===== src/rtl/conware_pkg.sv =====
// Shared definitions for the conware board pipeline.
//   feeder_state_e : row_feeder FSM state encoding
//   ShredClrLvl    : level of shred_rstn that clears the shredders
//   ShredRunLvl    : level of shred_rstn while the shredders run normally
package conware_pkg;

   typedef enum logic [2:0] {
      StIdle,
      StClear,
      StFetch,
      StWait,
      StPush,
      StPad,
      StFinish
   } feeder_state_e;

   localparam logic ShredClrLvl = 1'b0;
   localparam logic ShredRunLvl = ~ShredClrLvl;

endpackage


===== src/rtl/result_tracker.sv =====
// Result tracker: counts shredder shift strobes within a frame and flags which
// board row the shredder next_state outputs hold.
//   clk, rst  : clock, asynchronous active-high reset
//   clr       : restart the strobe count at the top of a frame
//   strobe    : shift strobe issued to the shredders this cycle
//   res_valid : shredder outputs hold board row res_row this cycle
//   res_row   : board row index of the current result
module result_tracker #(
   parameter int unsigned ADDR_W = 8
) (
   input  logic              clk,
   input  logic              rst,
   input  logic              clr,
   input  logic              strobe,
   output logic              res_valid,
   output logic [ADDR_W-1:0] res_row
);

   // One extra bit: the count reaches ROWS+1, which can exceed the row-address range.
   localparam int unsigned CntW = ADDR_W + 1;

   logic [CntW-1:0]   k_q, k_d;
   logic              valid_q, valid_d;
   logic [ADDR_W-1:0] row_q, row_d;

   // k_q holds the number of strobes seen so far; the strobe that makes it k (k>=2)
   // completes the 3-row window centred on row k-2, valid the following cycle.
   always_comb begin
      k_d     = k_q;
      valid_d = 1'b0;
      row_d   = row_q;
      if (clr) begin
         k_d = '0;
      end else if (strobe) begin
         k_d = k_q + CntW'(1);
         if (k_q != '0) begin
            valid_d = 1'b1;
            row_d   = ADDR_W'(k_q - CntW'(1));
         end
      end
   end

   always_ff @(posedge clk or posedge rst) begin
      if (rst) begin
         k_q     <= '0;
         valid_q <= 1'b0;
         row_q   <= '0;
      end else begin
         k_q     <= k_d;
         valid_q <= valid_d;
         row_q   <= row_d;
      end
   end

   assign res_valid = valid_q;
   assign res_row   = row_q;

endmodule


===== src/rtl/row_feeder.sv =====
// Row feeder: streams one frame of board rows from memory into a bank of
// per-column shredders, appends one trailing zero row, and reports which
// board row each shredder result belongs to.
//   clk, rst            : clock, asynchronous active-high reset
//   start               : request one frame (honoured only when idle)
//   busy, done          : frame in progress / one-cycle completion pulse
//   mem_rd, mem_addr    : row read request and row index (held until mem_rvalid)
//   mem_rvalid, mem_rdata : read response, one board row
//   out_ready           : downstream can accept a result row next cycle
//   shred_rstn          : synchronous active-low shredder clear
//   din_row, shred_en   : row shifted into the shredders and its strobe
//   res_valid, res_row  : shredder result valid and its board row index
module row_feeder
   import conware_pkg::*;
#(
   parameter int unsigned COLS   = 32,
   parameter int unsigned ROWS   = 32,
   parameter int unsigned ADDR_W = 8
) (
   input  logic              clk,
   input  logic              rst,
   input  logic              start,
   output logic              busy,
   output logic              done,
   output logic              mem_rd,
   output logic [ADDR_W-1:0] mem_addr,
   input  logic              mem_rvalid,
   input  logic [COLS-1:0]   mem_rdata,
   input  logic              out_ready,
   output logic              shred_rstn,
   output logic [COLS-1:0]   din_row,
   output logic              shred_en,
   output logic              res_valid,
   output logic [ADDR_W-1:0] res_row
);

   localparam logic [ADDR_W-1:0] LastRow = ADDR_W'(ROWS - 1);

   feeder_state_e     state_q, state_d;
   logic [ADDR_W-1:0] row_cnt_q, row_cnt_d;
   logic [COLS-1:0]   row_reg_q, row_reg_d;
   logic              trk_clr;

   always_comb begin
      state_d    = state_q;
      row_cnt_d  = row_cnt_q;
      row_reg_d  = row_reg_q;
      trk_clr    = 1'b0;
      busy       = (state_q != StIdle);
      done       = 1'b0;
      mem_rd     = 1'b0;
      shred_rstn = ShredRunLvl;
      shred_en   = 1'b0;
      din_row    = '0;

      unique case (state_q)
         StIdle: begin
            if (start) state_d = StClear;
         end
         // Clearing the shredders gives the zero boundary above row 0.
         StClear: begin
            shred_rstn = ShredClrLvl;
            row_cnt_d  = '0;
            trk_clr    = 1'b1;
            state_d    = StFetch;
         end
         StFetch: begin
            mem_rd  = 1'b1;
            state_d = StWait;
         end
         StWait: begin
            if (mem_rvalid) begin
               row_reg_d = mem_rdata;
               state_d   = StPush;
            end
         end
         StPush: begin
            if (out_ready) begin
               shred_en = 1'b1;
               din_row  = row_reg_q;
               if (row_cnt_q == LastRow) begin
                  state_d = StPad;
               end else begin
                  row_cnt_d = row_cnt_q + ADDR_W'(1);
                  state_d   = StFetch;
               end
            end
         end
         // Trailing zero row: the boundary below the last board row, no memory read.
         StPad: begin
            if (out_ready) begin
               shred_en = 1'b1;
               state_d  = StFinish;
            end
         end
         StFinish: begin
            if (res_valid) begin
               done    = 1'b1;
               state_d = StIdle;
            end
         end
         default: state_d = StIdle;
      endcase
   end

   always_ff @(posedge clk or posedge rst) begin
      if (rst) begin
         state_q   <= StIdle;
         row_cnt_q <= '0;
         row_reg_q <= '0;
      end else begin
         state_q   <= state_d;
         row_cnt_q <= row_cnt_d;
         row_reg_q <= row_reg_d;
      end
   end

   assign mem_addr = row_cnt_q;

   result_tracker #(
      .ADDR_W (ADDR_W)
   ) u_result_tracker (
      .clk       (clk),
      .rst       (rst),
      .clr       (trk_clr),
      .strobe    (shred_en),
      .res_valid (res_valid),
      .res_row   (res_row)
   );

endmodule


===== config.mk =====
export PLATFORM = sky130hd
export DESIGN_NAME = row_feeder
export DESIGN_NICKNAME = d
export VERILOG_FILES = /design/src/rtl/conware_pkg.sv /design/src/rtl/result_tracker.sv /design/src/rtl/row_feeder.sv
export SDC_FILE = /design/constraint.sdc
export NUM_CORES = 1
export LEC_CHECK = 0
export BUFFER_PORTS_ARGS = -buffer_cell sky130_fd_sc_hd__buf_2
export CAP_MARGIN = 5
export CORE_MARGIN = 1.5
export CORE_UTILIZATION = 47
export CTS_BUF_LIST = sky130_fd_sc_hd__clkbuf_16
export CTS_CLUSTER_DIAMETER = 100
export DETAILED_ROUTE_END_ITERATION = 7
export PLACE_DENSITY = 0.85
export REMOVE_ABC_BUFFERS = 1
export SLEW_MARGIN = 15
export SYNTH_ARGS = -nofsm -noshare
export SYNTH_HDL_FRONTEND = slang
export SYNTH_HIERARCHICAL = 1
export SYNTH_SLANG_ARGS = --single-unit

===== constraint.sdc =====
create_clock -name clk -period 4 [get_ports clk]
set_input_delay 0.6 -clock clk [delete_from_list [all_inputs] [get_ports clk]]
set_output_delay 0.6 -clock clk [all_outputs]
set_load 0.05 [all_outputs]

; Word-level counts from Yosys, hierarchy flattened
; Cells that the tools add are included.
[word_totals]
inputBits = 37
regBits = 61
[classes]
n_addsub = 3
reduce_logical = 10
eq_ne = 13
bitwise = 1
n_mux = 24
[op_table]
columns = cell, n
row1 = $mux 32, 2
row2 = $pmux 3 s7, 1
row3 = $mux 3, 6
row4 = $mux 9, 2
row5 = $mux 8, 2
row6 = $pmux 8 s2, 1
row7 = $mux 1, 10
row8 = $ne 2x2->1 const B, 5
row9 = $add 9x1->9 const B, 1
row10 = $eq 3x3->1 const B, 3
row11 = $reduce_bool 9->1, 1
row12 = $add 8x1->8 const B, 1
row13 = $eq 8x5->1 const B, 1
row14 = $sub 8x1->8 const B, 1
row15 = $eq 3x2->1 const B, 2
row16 = $reduce_and 3->1, 2
row17 = $reduce_and 5->1, 1
row18 = $reduce_bool 2->1, 2
row19 = $eq 3x1->1 const B, 1
row20 = $logic_not 3->1, 1
row21 = $reduce_bool 3->1, 1
row22 = $ne 2x1->1 const B, 1
row23 = $reduce_and 2->1, 1
row24 = $reduce_or 2->1, 1
row25 = $not 1->1, 1

; Longest topological paths before layout
[depth]
depth_word = 5
depth_mapped = 9

; Cells and area by module
; Netlist, hierarchy kept.
[modules_own_cells]
columns = mod, area_each_um2, seq_area_each_um2, cells_each, n_inst
row1 = row_feeder, 2175.8, 1076.0, 192, 1
row2 = result_tracker, 985.9, 450.4, 93, 1

; Worst setup path before layout
; No wires, ideal clock.
[synth_path]
path_type = reg2reg
startpoint = reg state_q[2]
endpoint = reg u_result_tracker.row_q[0] (netlist: u_result_tracker/res_row[0])
t_arrival_ns = 2.096
n_path_buf = 2
path_stages_with_launch = 7
t_required_ns = 3.875
setup_time_ns = 0.125
path_slack_ns = 1.779
path_cell_list = dfrtp_1 buf_2 and3_1 buf_4 and2b_1 a21boi_2 mux2_4
[synth_between]
elab_chain_len = 4
elab_cells_between_ends = 8
[synth_lines]
columns = element, line_no
row1 = start: declaration, row_feeder.sv:39  ; feeder_state_e state_q, state_d;
row2 = start signal: assignment, row_feeder.sv:108  ; state_q <= StIdle;
row3 = start signal: assignment, row_feeder.sv:112  ; state_q <= state_d;
row4 = $eq 3x3->1, row_feeder.sv:56  ; unique case (state_q)
row5 = $reduce_or 2->1 (no source line) (*), --
row6 = $mux 1 (*), --
row7 = named net shred_en, row_feeder.sv:32  ; output logic shred_en,
row8 = $reduce_and 3->1 (no source line) (*), --
row9 = end signal: assignment, result_tracker.sv:51  ; row_q <= row_d;
row10 = end: declaration, result_tracker.sv:24  ; logic [ADDR_W-1:0] row_q, row_d;
; The timed path passes the listed nets; every way through them passes the cells marked *.
; A chain may end at the register's enable or synchronous reset.

; Final worst setup path
[layout_path]
startpoint = reg state_q[1]
endpoint = out din_row[16]
[layout_between]
elab_chain_len = 2
[layout_lines]
columns = element, line_no
row1 = $eq 3x3->1, row_feeder.sv:56
row2 = $mux 32, row_feeder.sv:56
row3 = end: declaration, row_feeder.sv:31  ; output logic [COLS-1:0] din_row,
; Every way passes these cells.

==> flow_summary.ini <==
[floorplan]
placement_rows = 29
initial_utilization = 0.492
ioPinCount = 91
die_h_um = 85.0
core-area_um2 = 6420
die-area_um2 = 7230
dieWidth_um = 85.0

[timing]
final.setup_skew_ns = 0.00782
hold_violations = 0
worst_slew_pin_slew_ns = 0.803
min_period_ns = 3.11
fmax_mhz = 321
final.setup.tns_ns = 0
report.final.setup_viol = 0
grt_setup_unrepaired = false
slew_violations = 0
finalWorstSetupSlack_ns = 0.889
timing.slew.headroom = 0.457
final_min_period_over_clock_period = 0.778

[clocking]
max-clock-path-buffers = 2
clk_pin_slew_worst_paths_ns = 0.06
hold_buffers = 0
insertion_delay_ns = 0.32
tritoncts = yes
clk_sink_count = 61
ctsRootBufferMaster = sky130_fd_sc_hd__clkbuf_16
tritoncts.num_buffers = 9
cts.repair.resized = 0
post-cts-setup-buffers = 0
htreeDepth = 3

[yosys]
avgSynthCellArea_um2 = 11.1
synthesis.instances = 285
synth_enable_flop_cells = 0
synth-seq-cells = 61
async_flop_share = 1.00
synth.yosys.warnings = 6
post_synthesis_cell_area_um2 = 3160
ys_types = 50
seq_total_area_yosys = 0.483
ys_dominant_reg_cell = sky130_fd_sc_hd__dfrtp_1

[critical_path]
arrival_ns = 2.51
path_delay_family = simple AND/OR/NAND/NOR gates
crit_path_max_fanout = 32
start_kind = flop
timing.reg2reg.worst_path_depth = 5
critical_path_rt_ns = 3.40
max_stage_delay_ns = 0.72
crit_type = flop to primary output
chain_of_cells_forming_the_critical_path = nor2_1 > and3_1 > and2_1 > buf_2
cp_slowest_cell = sky130_fd_sc_hd__and3_1
ff2ff_setup_slack_ns = 1.36
timing.critical_path.to_type = primary output
critPathBufInv = 1
r2r-end = u_result_tracker/res_row[0]
reg2reg_from = state_q[1]

[layout]
multiInputGateArea_um2 = 1520
finished_core_util = 0.615
antennaDiodeCount = 0
final.fill_count = 500
postLayoutCellArea_um2 = 3950
final_layout_size_suffix_gt1_frac = 0.430
sequential_cell_area_um2 = 1530
cell_count_final_fillers_out = 454
area.growth.synth_to_final_pct = 24.9
finalNetCount = 413

[power]
power_density_nw_per_um2 = 718
static-leakage-power_nw = 1.91
worst_ir_drop_vdd_mv = 0.446

[routing]
drc_violation_count_after_routing = 13
dr.pass1.iters = 7
detail_route.iter0.violations = 103
drt-total-wl_um = 6760
drt-vias-per-instance = 5.37
ant_nets = 0
vias = 2437
wl_per_instance_um = 14.9

[placement]
numPlacedInstances = 438
placed_cell_area_um2 = 3630
port_buffers = 90
placement.setup.worst_slack_ns = 1.21
place_hpwl_um = 4740
place.gp.congestion = 0.820

[global_routing]
globalRouteOverflowTotal = 0
grt_pass1_wl_um = 11400
grt_start_max_net_pins = 44
initial_antenna_violation_count = 0
grt_pass1_vias = 2419
globalRouteTotalUtil = 0.202

[min_path]
hold_path_class = primary input to asynchronous set/reset pin

[outcome]
run_status = complete, but fails checks
violations = DRC

[flow_run]
max-cap-violations = 0
==> worst max path at each step <==
stage,to,depth (start not counted),slack (ns),from
floorplan,u_result_tracker/res_row[0],5,1.46,state_q[1]
global placement,din_row[16],4,1.36,state_q[1]
detailed placement,din_row[16],4,1.21,state_q[1]
CTS,din_row[16],4,0.86,state_q[1]
global route,din_row[26],4,0.73,state_q[1]
finish,din_row[16],4,0.89,state_q[1]
==> Yosys cell counts (3+ instances only) <==
library cell,number,share of area
sky130_fd_sc_hd__buf_2,8,0.013
sky130_fd_sc_hd__clkbuf_1,5,0.0059
sky130_fd_sc_hd__xnor2_1,6,0.017
sky130_fd_sc_hd__dfrtp_1,61,0.48
sky130_fd_sc_hd__inv_1,8,0.0095
sky130_fd_sc_hd__a2111o_1,4,0.014
sky130_fd_sc_hd__a21oi_1,10,0.016
sky130_fd_sc_hd__or3_1,3,0.0059
sky130_fd_sc_hd__and3_1,3,0.0059
sky130_fd_sc_hd__a21oi_2,5,0.014
sky130_fd_sc_hd__xor2_1,4,0.011
sky130_fd_sc_hd__mux2i_1,4,0.013
sky130_fd_sc_hd__nand2_1,11,0.013
sky130_fd_sc_hd__mux2_2,35,0.12
sky130_fd_sc_hd__nor2_2,4,0.0079
sky130_fd_sc_hd__nand4_1,4,0.0079
sky130_fd_sc_hd__nand3_1,6,0.0095
sky130_fd_sc_hd__nand2b_1,3,0.0059
sky130_fd_sc_hd__and2_1,33,0.065
sky130_fd_sc_hd__o21a_1,3,0.0071
sky130_fd_sc_hd__ha_1,4,0.016
sky130_fd_sc_hd__nor2_1,20,0.024
sky130_fd_sc_hd__o21ai_0,7,0.011
==> cell type report <==
type	instances	share of cell area
clock buffers	9	0.0570
clock inverters	7	0.0228
inverters	8	0.00760
multi-input cells	200	0.384
flip-flops and latches	61	0.386
well taps	77	0.0244
repair buffers	92	0.118
==> worst register-to-register path, cell delays in order (launching register included) <==
cell and delay (ns):
sky130_fd_sc_hd__dfrtp_1 0.74, sky130_fd_sc_hd__nor2_1 0.09, sky130_fd_sc_hd__and2_1 0.38, sky130_fd_sc_hd__and2b_1 0.32
sky130_fd_sc_hd__a21boi_2 0.66, sky130_fd_sc_hd__mux2_4 0.35
==> power by group <==
part | internal, W | switching (W) | total (W)
clock network | 0.000541 | 0.000272 | 0.000813
logic | 0.000385 | 0.000609 | 0.000993
registers | 0.000849 | 0.000179 | 0.00103
total | 0.00177 | 0.00106 | 0.00283
==> registers in the layout, indices dropped and copies added (netlist names) <==
signal and cells:
u_result_tracker/res_row 8, state_q 3, row_reg_q 32, mem_addr 8, u_result_tracker/k_q 9, u_result_tracker/res_valid 1
==> cells by family (layout without fill, tap and decap cells) <==
logic type | count (synthesis) | in the layout | synth area share
muxes | 40 | 40 | 0.142
and+or+nand+nor | 104 | 104 | 0.195
buffers and inverters | 24 | 116 | 0.0376
DFF | 61 | 61 | 0.483
AOI/OAI and AO/OA | 42 | 42 | 0.0989
xor gates and xnor gates | 10 | 10 | 0.0277
adders and majority gates | 4 | 4 | 0.0158
==> per-layer routing <==
| metal | up-vias | wire (um) | GRT usage |
|---|---|---|---|
| li1 | 1170 | - | - |
| met2 | 102 | 3210 | 0.330 |
| met1 | 1152 | 2940 | 0.248 |
| met5 | - | 0 | 0 |
| met3 | 13 | 482 | 0.0545 |
| met4 | 0 | 121 | 0.0984 |
==> stage by stage <==
step | hold slack [ns] | power (W)
after floorplan | 0.471 | 0.00179
after global placement | 0.478 | 0.00198
after detailed placement | 0.485 | 0.00203
after CTS | 0.392 | 0.00286
after global routing | 0.441 | 0.00300
final | 0.377 | 0.00283
==> cells in the final DEF, fill, tap and decap left out, drive strengths merged, types with 5 or more instances in the layout <==
master,instances
buf,92
dfrtp,61
mux2,36
and2,33
nor2,24
a21oi,15
nand2,11
clkbuf,9
o21ai,8
inv,7
nand3,7
xnor2,6
or3,5
clkinv,5
No activity file was read; power rests on OpenSTA's default activity.
